### src/rtl/mem_port_arbiter.sv
// mem_port_arbiter
//   Shares one single-port synchronous memory between the instruction-fetch
//   path (if_*) and the load/store path (ls_*). One access is in flight at a
//   time; load/store wins arbitration unless fetch has been passed over
//   STARVE_MAX times in a row. A fetch flush suppresses the response of an
//   in-flight fetch.
//
// Ports
//   clk, rst             clock (rising edge), asynchronous active-low reset
//   if_req/if_addr       fetch request, held until if_gnt
//   if_flush             drop the response of the fetch currently in ACCESS
//   if_gnt/if_valid      fetch accepted / if_rdata valid (one-cycle pulses)
//   if_rdata             last fetched word
//   ls_req/ls_we/ls_addr/ls_wdata   load/store request, held until ls_gnt
//   ls_gnt/ls_valid      load/store accepted / load data valid or store done
//   ls_rdata             last loaded word (stores leave it untouched)
//   mem_en/mem_we/mem_addr/mem_wdata/mem_rdata   memory port
//   busy                 an access is in flight (not IDLE)
//
// Every output is a flop; the comb process computes all next values.

module mem_port_arbiter #(
  parameter int AW         = 32,
  parameter int DW         = 32,
  parameter int MEM_LAT    = 1,
  parameter int STARVE_MAX = 4
) (
  input  logic          clk,
  input  logic          rst,
  input  logic          if_req,
  input  logic [AW-1:0] if_addr,
  input  logic          if_flush,
  output logic          if_gnt,
  output logic          if_valid,
  output logic [DW-1:0] if_rdata,
  input  logic          ls_req,
  input  logic          ls_we,
  input  logic [AW-1:0] ls_addr,
  input  logic [DW-1:0] ls_wdata,
  output logic          ls_gnt,
  output logic          ls_valid,
  output logic [DW-1:0] ls_rdata,
  output logic          mem_en,
  output logic          mem_we,
  output logic [AW-1:0] mem_addr,
  output logic [DW-1:0] mem_wdata,
  input  logic [DW-1:0] mem_rdata,
  output logic          busy
);

  localparam int CW = (MEM_LAT < 1) ? 1 : $clog2(MEM_LAT + 1);
  localparam int SW = (STARVE_MAX < 1) ? 1 : $clog2(STARVE_MAX + 1);
  localparam logic [CW-1:0] LAT_LOAD = CW'(MEM_LAT);
  localparam logic [SW-1:0] S_MAX    = SW'(STARVE_MAX);

  typedef enum logic [1:0] {IDLE, ACCESS, RESP} state_t;

  state_t        state, state_d;
  logic          owner_if, owner_if_d;   // 1: fetch owns the access
  logic          is_store, is_store_d;   // ls access is a store
  logic [CW-1:0] cnt, cnt_d;
  logic [SW-1:0] streak, streak_d;
  logic          drop, drop_d;

  logic          if_gnt_d, if_valid_d, ls_gnt_d, ls_valid_d;
  logic          mem_en_d, mem_we_d;
  logic [DW-1:0] if_rdata_d, ls_rdata_d, mem_wdata_d;
  logic [AW-1:0] mem_addr_d;
  logic          pick_if, drop_now;

  always_comb begin
    state_d     = state;
    owner_if_d  = owner_if;
    is_store_d  = is_store;
    cnt_d       = cnt;
    streak_d    = streak;
    drop_d      = drop;
    if_gnt_d    = 1'b0;
    ls_gnt_d    = 1'b0;
    if_valid_d  = 1'b0;
    ls_valid_d  = 1'b0;
    mem_en_d    = 1'b0;
    mem_we_d    = 1'b0;
    if_rdata_d  = if_rdata;
    ls_rdata_d  = ls_rdata;
    mem_addr_d  = mem_addr;
    mem_wdata_d = mem_wdata;
    pick_if     = 1'b0;
    drop_now    = 1'b0;

    case (state)
      IDLE, RESP: begin
        drop_d = 1'b0;
        if (!if_req) streak_d = '0;
        if (if_req || ls_req) begin
          // Fetch wins only when ls is absent or fetch has been starved.
          pick_if = if_req && (!ls_req || streak == S_MAX);
          state_d  = ACCESS;
          mem_en_d = 1'b1;
          cnt_d    = LAT_LOAD;
          if (pick_if) begin
            if_gnt_d    = 1'b1;
            owner_if_d  = 1'b1;
            is_store_d  = 1'b0;
            mem_addr_d  = if_addr;
            mem_wdata_d = '0;
            streak_d    = '0;
          end else begin
            ls_gnt_d    = 1'b1;
            owner_if_d  = 1'b0;
            is_store_d  = ls_we;
            mem_we_d    = ls_we;
            mem_addr_d  = ls_addr;
            mem_wdata_d = ls_wdata;
            if (if_req && streak != S_MAX) streak_d = streak + SW'(1);
          end
        end else begin
          state_d = IDLE;
        end
      end

      ACCESS: begin
        // A flush seen on the capture edge itself still counts.
        drop_now = drop | (owner_if & if_flush);
        drop_d   = drop_now;
        if (cnt == '0) begin
          state_d = RESP;
          drop_d  = 1'b0;
          if (owner_if) begin
            if (!drop_now) begin
              if_valid_d = 1'b1;
              if_rdata_d = mem_rdata;
            end
          end else begin
            ls_valid_d = 1'b1;
            if (!is_store) ls_rdata_d = mem_rdata;
          end
        end else begin
          cnt_d = cnt - CW'(1);
        end
      end

      default: state_d = IDLE;
    endcase
  end

  always_ff @(posedge clk or negedge rst) begin
    if (!rst) begin
      state     <= IDLE;
      owner_if  <= 1'b0;
      is_store  <= 1'b0;
      cnt       <= '0;
      streak    <= '0;
      drop      <= 1'b0;
      if_gnt    <= 1'b0;
      ls_gnt    <= 1'b0;
      if_valid  <= 1'b0;
      ls_valid  <= 1'b0;
      if_rdata  <= '0;
      ls_rdata  <= '0;
      mem_en    <= 1'b0;
      mem_we    <= 1'b0;
      mem_addr  <= '0;
      mem_wdata <= '0;
      busy      <= 1'b0;
    end else begin
      state     <= state_d;
      owner_if  <= owner_if_d;
      is_store  <= is_store_d;
      cnt       <= cnt_d;
      streak    <= streak_d;
      drop      <= drop_d;
      if_gnt    <= if_gnt_d;
      ls_gnt    <= ls_gnt_d;
      if_valid  <= if_valid_d;
      ls_valid  <= ls_valid_d;
      if_rdata  <= if_rdata_d;
      ls_rdata  <= ls_rdata_d;
      mem_en    <= mem_en_d;
      mem_we    <= mem_we_d;
      mem_addr  <= mem_addr_d;
      mem_wdata <= mem_wdata_d;
      busy      <= (state_d != IDLE);
    end
  end

endmodule

### config.mk
export PLATFORM = sky130hd
export DESIGN_NAME = mem_port_arbiter
export DESIGN_NICKNAME = d
export VERILOG_FILES = /design/src/rtl/mem_port_arbiter.sv
export SDC_FILE = /design/constraint.sdc
export NUM_CORES = 1
export LEC_CHECK = 0
export CORE_UTILIZATION = 39
export CTS_CLUSTER_DIAMETER = 150
export DETAILED_ROUTE_END_ITERATION = 16
export GPL_ROUTABILITY_DRIVEN = 0
export PLACE_DENSITY = 0.74
export SETUP_SLACK_MARGIN = 0.5
export SYNTH_ARGS = -nofsm -noshare
export SYNTH_HDL_FRONTEND = slang
export SYNTH_SLANG_ARGS = --single-unit
### constraint.sdc
create_clock -name clk -period 3.4 [get_ports clk]
set_clock_uncertainty 0.2 [all_clocks]
set_input_delay 0.34 -clock clk [delete_from_list [all_inputs] [get_ports clk]]
set_output_delay 0.34 -clock clk [all_outputs]
set_load 0.01 [all_outputs]
==> flow_summary.yaml <==
outcome:
  status: "complete, no violations"
synth:
  synth.most_common_cell: "dfrtp_1"
  synth_nets: 513
  ys_types: 34
  synthFlopType: "dfrtp_1"
  syn_area_per_cell_um2: 14.85
  synth_common_cells: "dfrtp_1, a22o_1, mux2_2, mux2_1, a221o_1"
  synth.top_cell.area_share: 0.6436
  syn_inst: 377
  syn-cell-area_um2: 5599
  synth.area.top_cells: "dfrtp_1, mux2_2, mux2_1"
  synth_seq_area_share: 0.6436
  ys_warn_count: 0
  yosys.area.top_type: "dfrtp_1"
  synth_edf_count: 0
  async_flop_share: 1.000
  yosys_register_bits: 144
pwr:
  irDropWorstVdd_v: 0.0005307
  p_per_area_nw_per_um2: 943.1
  leakage_nw: 3.872
sta:
  finalCritPeriodShare: 0.6424
  rsz0062_at_grt: "no"
  setup_viol: 0
  fin_setup_tns_ns: 0
  slew_headroom: 0.3619
  slew_viol_final: 0
  fin_crit_ns: 2.184
  max_freq_mhz: 457.8
  hold_viol: 0
  worstMarginPinSlew_ns: 0.9572
  hold-worst-slack_ns: 0.2836
global_routing:
  overflow: 0
  grt_max_degree: 103
  antenna_found_initial: 0
  grt_pass1_vias: 4399
  grt_pass1_wl_um: 22560
  grt.total_usage: 0.2003
cts:
  cts.repair.resized: 0
  cts_root_buf: "clkbuf_16"
  cts_made_buffers: 17
  cts_tree: "built"
  clock_sinks: 144
  cts.path.max_buffers: 2
  htreeDepth: 4
  path_clk_slew_ns: 0.06
  clock_latency_ns: 0.40
die:
  dieArea_um2: 14840
  core-area_um2: 13930
  die_x_um: 121.8
  pin_count: 269
  initial_utilization: 0.4018
  die_y_um: 121.8
  num_rows: 43
critical_path:
  path_max_fanout: 32
  cp-start-kind: "flop"
  cp-end-kind: "flop"
  crit_end: "ls_rdata[13]"
  crit_start: "state[0]"
  critPathKind: "reg2reg"
  worstPathArrival_ns: 2.26
  reg2reg_depth: 4
  timing.rr.start: "state[0]"
  required_ns: 3.48
  rrSetupSlack_ns: 1.22
  crit-reg2reg-capture: "ls_rdata[13]"
routing:
  drt-total-wl_um: 14630
  drt-wirelength-per-cell_um: 17.39
  ant_nets: 0
  drtIter0Drc: 238
  via_count: 4188
  via_per_inst: 4.980
  drc: 0
  firstDrtPassIters: 4
place:
  port-buffer-count: 268
  post-dp-hpwl_um: 10420
cells_and_area:
  antenna_cells: 0
  finalCoreUtilization: 0.6521
  syn_to_final_growth_pct: 62.28
  nNetsFinal: 784
  drive_above_1_share: 0.1241
flow_run:
  drv_cap: 0
hold_path:
  min_path_type: "reg2reg"
[layout make-up]
type	count	area, µm²
Multi-Input combinational cell	200	1810
Clock buffer	20	456.7
Inverter	8	30.03
Clock inverter	12	181.4
Timing Repair Buffer	277	2779
Sequential cell	144	3603
Fill cell	1038	4848
Tap cell	180	225.2
[state kept, by name (all words and copies together) (netlist names)]
| signal | count |
|---|---|
| if_rdata | 32 |
| ls_rdata | 32 |
| mem_addr | 32 |
| mem_wdata | 32 |
| streak | 3 |
| state | 2 |
| busy | 1 |
| cnt | 1 |
| drop | 1 |
| if_gnt | 1 |
| if_valid | 1 |
| is_store | 1 |
| ls_gnt | 1 |
| ls_valid | 1 |
| mem_en | 1 |
| mem_we | 1 |
| owner_if | 1 |
[per-layer routing]
| metal | track usage | share of wire | up-vias |
|---|---|---|---|
| met1 | 0.2428 | 0.41 | 2059 |
| met4 | 0.06790 | 0.014 | 0 |
| li1 | - | - | 1935 |
| met2 | 0.3369 | 0.50 | 182 |
| met5 | 0 | 0 | - |
| met3 | 0.06227 | 0.075 | 12 |
[logic make-up (layout without fill, tap and decap cells)]
kind of cell / count (synthesis) / in the layout / synth area share
AO/OA/AOI/OAI: 84 / 84 / 0.1316
buffers and inverters: 33 / 317 / 0.03598
multiplexers: 64 / 64 / 0.1287
AND/OR/NAND/NOR: 50 / 50 / 0.05564
adder cells (fa/ha/maj): 2 / 2 / 0.004469
flip-flops: 144 / 144 / 0.6436
[power by group]
part           switching [mW]  internal, mW
Sequential              0.483          2.53
Combinational            1.39          2.19
Clock                   0.703          1.27
Total                    2.57          5.99
[placed cells by master (no fill, tap or decap), types with 2 or more instances in the layout]
cell type,count
buf_4,6
buf_12,2
a21o_1,2
ha_1,2
clkbuf_8,2
clkinvlp_4,4
inv_6,2
a21oi_1,4
and2_1,20
dfrtp_1,144
and2_0,10
a22o_1,33
a221o_1,29
a31oi_1,4
mux2_2,33
inv_1,7
nand2_1,5
nor2_1,6
clkdlybuf4s50_1,267
bufinv_16,4
clkbuf_16,17
o21ai_0,7
mux2_1,31
[through the flow]
stage	setup WS, ns	area, µm²	total power, mW	cells
2_1_floorplan	1.614	5599	4.571	377
4_1_cts	1.205	9086	8.667	841
6_report	1.216	9086	8.569	841
3_5_place_dp	0.9115	8438	6.648	808
3_3_place_gp	0.9925	8438	6.544	808
5_1_grt	1.094	9086	9.046	841
[how the worst min path moves through the flow]
stage            startpoint  slack (ns)           end  cells past startpoint
2_1_floorplan           rst       -0.16          busy                      0
3_3_place_gp    ls_rdata[7]        0.27   ls_rdata[7]                      1
3_5_place_dp    ls_rdata[6]        0.28   ls_rdata[6]                      1
4_1_cts         ls_rdata[6]        0.29   ls_rdata[6]                      1
5_1_grt        if_rdata[12]        0.31  if_rdata[12]                      1
6_report        ls_rdata[6]        0.28   ls_rdata[6]                      1
[what timing repair did]
action	CTS	global route
hold buffers	1	0
setup buffers	0	0
endpoints found under the hold margin	101	0
[critical path, cell delays in order, from the launching register on]
cell	delay, ns
dfrtp_1	0.60
nand2b_1	0.24
nor4_4	0.17
buf_4	0.44
mux2_2	0.40
No activity file was read; power rests on OpenSTA's default activity.
